===== config.mk =====
export PLATFORM = sky130hd
export DESIGN_NAME = cavlc_block_seq
export DESIGN_NICKNAME = d
export VERILOG_FILES = /design/src/rtl/cavlc_pkg.sv /design/src/rtl/cavlc_stage_mux.sv /design/src/rtl/cavlc_block_seq.sv
export SDC_FILE = /design/constraint.sdc
export NUM_CORES = 1
export LEC_CHECK = 0
export CAP_MARGIN = 20
export CORE_MARGIN = 1.5
export CORE_UTILIZATION = 35
export DETAILED_ROUTE_END_ITERATION = 16
export SETUP_SLACK_MARGIN = 0.02
export SYNTH_ARGS = -nofsm -noshare
export SYNTH_HDL_FRONTEND = slang
export SYNTH_SLANG_ARGS = --single-unit

===== constraint.sdc =====
create_clock -name clk -period 2.2 [get_ports clk]
set_input_delay 0.55 -clock clk [delete_from_list [all_inputs] [get_ports clk]]
set_output_delay 0.55 -clock clk [all_outputs]
set_load 0.02 [all_outputs]

===== src/rtl/cavlc_pkg.sv =====
// cavlc_pkg: shared stage indices, FSM encoding and defaults for the CAVLC block sequencer.
package cavlc_pkg;
   localparam int NST = 5;
   localparam int SW = 3;
   localparam logic [SW-1:0] ST_CT = 3'd0;
   localparam logic [SW-1:0] ST_T1S = 3'd1;
   localparam logic [SW-1:0] ST_LVL = 3'd2;
   localparam logic [SW-1:0] ST_TZ = 3'd3;
   localparam logic [SW-1:0] ST_RB = 3'd4;
   localparam int MAX_COEFF_DEF = 16;
   localparam int WDOG_DEF = 64;
   typedef enum logic [2:0] {S_IDLE, S_WAIT_ROOM, S_RUN, S_GAP, S_DONE} state_t;
endpackage


===== src/rtl/cavlc_stage_mux.sv =====
// cavlc_stage_mux: selects one stage encoder's push/data onto the shared bitstream port.
module cavlc_stage_mux
   import cavlc_pkg::*;
(
   input  logic [SW-1:0]  stage_i,
   input  logic           en_i,
   input  logic [NST-1:0] push_i,
   input  logic [NST-1:0] data_i,
   output logic           push_o,
   output logic           data_o
);
   always_comb begin
      push_o = en_i ? push_i[stage_i] : 1'b0;
      data_o = en_i ? data_i[stage_i] : 1'b0;
   end
endmodule


===== src/rtl/cavlc_block_seq.sv =====
// cavlc_block_seq: runs the five CAVLC syntax-element encoders per 4x4 block and merges their bits.
// Define CAVLC_BIT_COUNT_EN to add the blk_bits per-block push counter.
module cavlc_block_seq
   import cavlc_pkg::*;
#(
   parameter int MAX_COEFF = MAX_COEFF_DEF,
   parameter int WDOG_CYCLES = WDOG_DEF
) (
   input  logic       clk,
   input  logic       rst,
   input  logic       blk_valid,
   output logic       blk_ready,
   input  logic [4:0] total_coeff,
   input  logic [1:0] t1,
   input  logic [3:0] total_zeros,
   output logic [4:0] start_o,
   input  logic [4:0] finish_i,
   input  logic [4:0] push_i,
   input  logic [4:0] data_i,
   input  logic       fifo_afull,
   output logic       fifo_push,
   output logic       fifo_data,
   output logic       blk_done,
   output logic       err_timeout
`ifdef CAVLC_BIT_COUNT_EN
   ,
   output logic [8:0] blk_bits
`endif
);
   localparam int WW = $clog2(WDOG_CYCLES) + 1;

   state_t          state_q;
   logic [SW-1:0]   stage_q;
   logic [4:0]      tc_q;
   logic [1:0]      t1_q;
   logic [3:0]      tz_q;
   logic [WW-1:0]   wdog_q;
   logic [NST-1:0]  start_q;
   logic            ready_q, done_q, err_q;
   logic [SW:0]     nxt_d;

   // Lowest-numbered stage after cur whose syntax element is present; MSB flags "found".
   function automatic logic [SW:0] next_stage(input logic [SW-1:0] cur, input logic [4:0] tc,
                                               input logic [1:0] t1v, input logic [3:0] tz);
      logic [NST-1:0] run;
      logic [SW:0]    res;
      run = '0;
      run[ST_CT] = 1'b1;
      run[ST_T1S] = tc != 5'd0 && t1v != 2'd0;
      run[ST_LVL] = tc > {3'd0, t1v};
      run[ST_TZ] = tc != 5'd0 && tc < 5'(MAX_COEFF);
      run[ST_RB] = tc > 5'd1 && tz != 4'd0;
      res = '0;
      for (int s = NST - 1; s >= 0; s--)
         if (SW'(s) > cur && run[s]) res = {1'b1, SW'(s)};
      return res;
   endfunction

   always_comb nxt_d = next_stage(stage_q, tc_q, t1_q, tz_q);

   always_ff @(posedge clk or negedge rst)
      if (!rst) begin
         state_q <= S_IDLE;
         stage_q <= ST_CT;
         tc_q <= '0;
         t1_q <= '0;
         tz_q <= '0;
         wdog_q <= '0;
         start_q <= '0;
         ready_q <= 1'b1;
         done_q <= 1'b0;
         err_q <= 1'b0;
      end else begin
         done_q <= 1'b0;
         case (state_q)
            S_IDLE: if (blk_valid) begin
               tc_q <= total_coeff;
               t1_q <= t1;
               tz_q <= total_zeros;
               err_q <= 1'b0;
               stage_q <= ST_CT;
               ready_q <= 1'b0;
               state_q <= S_WAIT_ROOM;
            end
            S_WAIT_ROOM: if (!fifo_afull) begin
               start_q <= NST'(1) << stage_q;
               wdog_q <= '0;
               state_q <= S_RUN;
            end
            S_RUN: if (finish_i[stage_q]) begin
               start_q <= '0;
               state_q <= S_GAP;
            end else if (wdog_q == WW'(WDOG_CYCLES - 1)) begin
               start_q <= '0;
               err_q <= 1'b1;
               done_q <= 1'b1;
               state_q <= S_DONE;
            end else wdog_q <= wdog_q + 1'b1;
            S_GAP: if (nxt_d[SW]) begin
               stage_q <= nxt_d[SW-1:0];
               state_q <= S_WAIT_ROOM;
            end else begin
               done_q <= 1'b1;
               state_q <= S_DONE;
            end
            S_DONE: begin
               ready_q <= 1'b1;
               state_q <= S_IDLE;
            end
            default: state_q <= S_IDLE;
         endcase
      end

   cavlc_stage_mux u_mux (
      .stage_i(stage_q),
      .en_i   (state_q != S_IDLE),
      .push_i (push_i),
      .data_i (data_i),
      .push_o (fifo_push),
      .data_o (fifo_data)
   );

   assign start_o = start_q;
   assign blk_ready = ready_q;
   assign blk_done = done_q;
   assign err_timeout = err_q;

`ifdef CAVLC_BIT_COUNT_EN
   logic [8:0] bits_q;
   always_ff @(posedge clk or negedge rst)
      if (!rst) bits_q <= '0;
      else if (state_q == S_IDLE && blk_valid) bits_q <= '0;
      else if (fifo_push) bits_q <= bits_q + 1'b1;
   assign blk_bits = bits_q;
`endif
endmodule


==> flow_summary.json <==
{
  "outcome": "finished clean",
  "pin_count": 40,
  "ir_drop_v": 0.000607,
  "area_delta_synth_final_pct": 36.2,
  "relSlewSlack": 0.699,
  "crit_end": "fifo_push",
  "cp-startpoint": "push_i[3]",
  "rsz0062_at_grt": "false",
  "antenna_left": 0,
  "crit_arrival_ns": 1.53,
  "dp_hpwl_um": 2880,
  "dp_slack_ns": -0.441,
  "place_area_sq_mm": 0.00220,
  "via_per_inst": 5.34,
  "power.density_mw_per_mm2": 1220,
  "route.detailed.drc": 0,
  "clock-sinks": 32,
  "fin_nets": 241,
  "r2r_end": "err_timeout$_DFFE_PN0P_",
  "die_height_um": 72.1,
  "syn_nets": 187,
  "cts_setup_buffers": 0,
  "reg2reg_slack_ns": 0.34,
  "n_fill_cell": 409,
  "maxCapViolCount": 0,
  "ctsLongestPathBuffers": 2,
  "r2r-start": "stage_q[0]$_DFFE_PN0P_",
  "core_sq_mm": 0.00447,
  "tritoncts": "built",
  "finalSetupViolations": 0,
  "cp-end-kind": "output pin",
  "netlist_instances": 154,
  "seqCellArea_sq_um": 802,
  "core.rowCount": 24,
  "postLayoutCoreUtil": 0.508,
  "ys.flop_type": "dfrtp_1",
  "path_max_fanout": 1,
  "globalplace.congestion": 0.797,
  "hold_viol_final": 0,
  "clk_latency_ns": 0.28,
  "synth_top_area_cell": "dfrtp_1",
  "multi_input_area_sq_um": 803,
  "die_x_um": 72.1,
  "dieArea_sq_mm": 0.00519,
  "ys_ff_latch": 32,
  "synth_cell_type_count": 45,
  "crit_type": "in2out",
  "io_buffers": 39,
  "tightest_slew_ns": 0.446,
  "ctsHoldBuffers": 0,
  "drive_above_1_share": 0.211,
  "cts-root-buf": "clkbuf_8",
  "syn_area_sq_mm": 0.00167,
  "cts_buffers": 5,
  "synth-edff-count": 0,
  "drt_wl_total_um": 3700,
  "grt_max_degree": 33,
  "power_mw": 2.76,
  "drt_iter0_markers": 56,
  "ctsResizeCount": 18,
  "wire_per_inst_um": 14.2,
  "synth.area.top_cells": "dfrtp_1 46%, mux2_2 7.4%, a32o_1 3.0%",
  "grt_pass1_wl_um": 6420,
  "skew_ns": 0.00515,
  "hold_class": "reg2reg",
  "hold-worst-slack_ns": 0.497,
  "vias": 1393,
  "final_cell_area_sq_mm": 0.00227,
  "syn_area_per_cell_sq_um": 10.8,
  "critPathRequiredTime_ns": 1.65,
  "globalRouteTotalUtil": 0.158,
  "critPathLaunchType": "primary input",
  "grt_pass1_vias": 1425,
  "worst_slack_ns": 0.117,
  "synth_top_area_share": 0.465,
  "htree_num_levels": 2,
  "fmax_mhz": 480,
  "synthArstFlopShare": 1.00,
  "antenna_found_initial": 0,
  "period_share": 0.947,
  "start_util": 0.373,
  "path_clk_slew_ns": 0.07,
  "min_period_ns": 2.08,
  "antenna_cells": 0,
  "dr.pass1.iters": 7,
  "grt_overflow_total": 0,
  "p_leak_nw": 1.01,
  "drv_slew": 0,
  "r2r_cells": 9,
  "synth_warnings": 0,
  "ys_seq_area_frac": 0.481
}
## critical path, stage by stage
cell	delay, ns
dlygate4sd2_1	0.23
mux4_2	0.45
nand2b_1	0.09
a21oi_1	0.06
buf_4	0.15
## final cells by class
cell class,instances,area share
clock inverters,2,0.00440
flip-flops and latches,32,0.353
clock buffers,6,0.0363
multi-input cells,109,0.353
repair buffers,54,0.215
well taps,52,0.0286
inverters,6,0.00991
## cell usage in the layout, fill, tap and decap left out, types with 4 or more instances in the layout
cell              n
a32o_1            5
buf_4            17
nand3_1           9
clkbuf_8          6
clkdlybuf4s50_1  29
a21oi_1           8
dfrtp_1          31
nand2_1          11
mux2_2           11
dlygate4sd2_1     8
nand2b_1          4
nor2_1            8
inv_1             6
o21ai_0           5
or3_1             6
## through the flow
stage | std cells | setup TNS [ns]
after floorplan | 154 | 0
after global placement | 253 | -0.841
after detailed placement | 253 | -0.892
after CTS | 261 | 0
after global routing | 261 | 0
final | 261 | 0
## worst min path at each step
stage	end	from	cells past startpoint	slack (ns)
detailed placement	start_o[2]$_DFFE_PN0P_	start_o[2]$_DFFE_PN0P_	1	0.48
global placement	err_timeout$_DFFE_PN0P_	err_timeout$_DFFE_PN0P_	1	0.48
global route	start_o[3]$_DFFE_PN0P_	start_o[3]$_DFFE_PN0P_	1	0.52
CTS	start_o[2]$_DFFE_PN0P_	start_o[2]$_DFFE_PN0P_	1	0.50
floorplan	blk_done$_DFF_PN0_	rst	0	0.25
finish	start_o[2]$_DFFE_PN0P_	start_o[2]$_DFFE_PN0P_	1	0.50
## cells by family after synthesis
logic type / after synthesis / share of synthesized area
flip-flops: 32 / 0.481
buffers and inverters: 13 / 0.0382
XOR/XNOR: 1 / 0.00525
AND/OR/NAND/NOR: 53 / 0.166
adder cells (fa/ha/maj): 3 / 0.0225
multiplexers: 16 / 0.122
AO/OA/AOI/OAI: 36 / 0.166
## state kept, by name, indices dropped and copies added, names as in the netlist
signal       cells
wdog_q           7
stage_q          3
err_timeout      1
state_q          3
tc_q             5
blk_ready        1
t1_q             2
start_o          5
blk_done         1
tz_q             4
## cells in the mapped netlist, drive strengths merged (2+ instances only)
| cell | count |
|---|---|
| dfrtp | 31 |
| mux2 | 12 |
| nand2 | 12 |
| nand3 | 10 |
| a21oi | 8 |
| nor2 | 8 |
| inv | 6 |
| o21ai | 6 |
| or3 | 6 |
| a32o | 5 |
| buf | 5 |
| nand2b | 4 |
| a21o | 3 |
| ha | 3 |
| nor3 | 3 |
| nor4 | 3 |
| a22o | 2 |
| a22oi | 2 |
| clkbuf | 2 |
| mux2i | 2 |
| mux4 | 2 |
| o31a | 2 |
| or2 | 2 |
## where the power goes
part	leakage, nW	switching (mW)	internal (mW)
combinational	0.551	0.659	0.674
sequential	0.409	0.174	0.793
clock	0.0510	0.213	0.249
total	1.01	1.05	1.72
## metal layers
metal / routed length [um] / track usage / part of all wire / vias to the layer above
li1: - / - / - / 676
met1: 1550 / 0.191 / 0.42 / 688
met2: 1990 / 0.282 / 0.54 / 25
met3: 130 / 0.0333 / 0.035 / 4
met4: 31 / 0.0503 / 0.0084 / 0
met5: 0 / 0 / 0 / -
(Power assumes the default switching activity.)
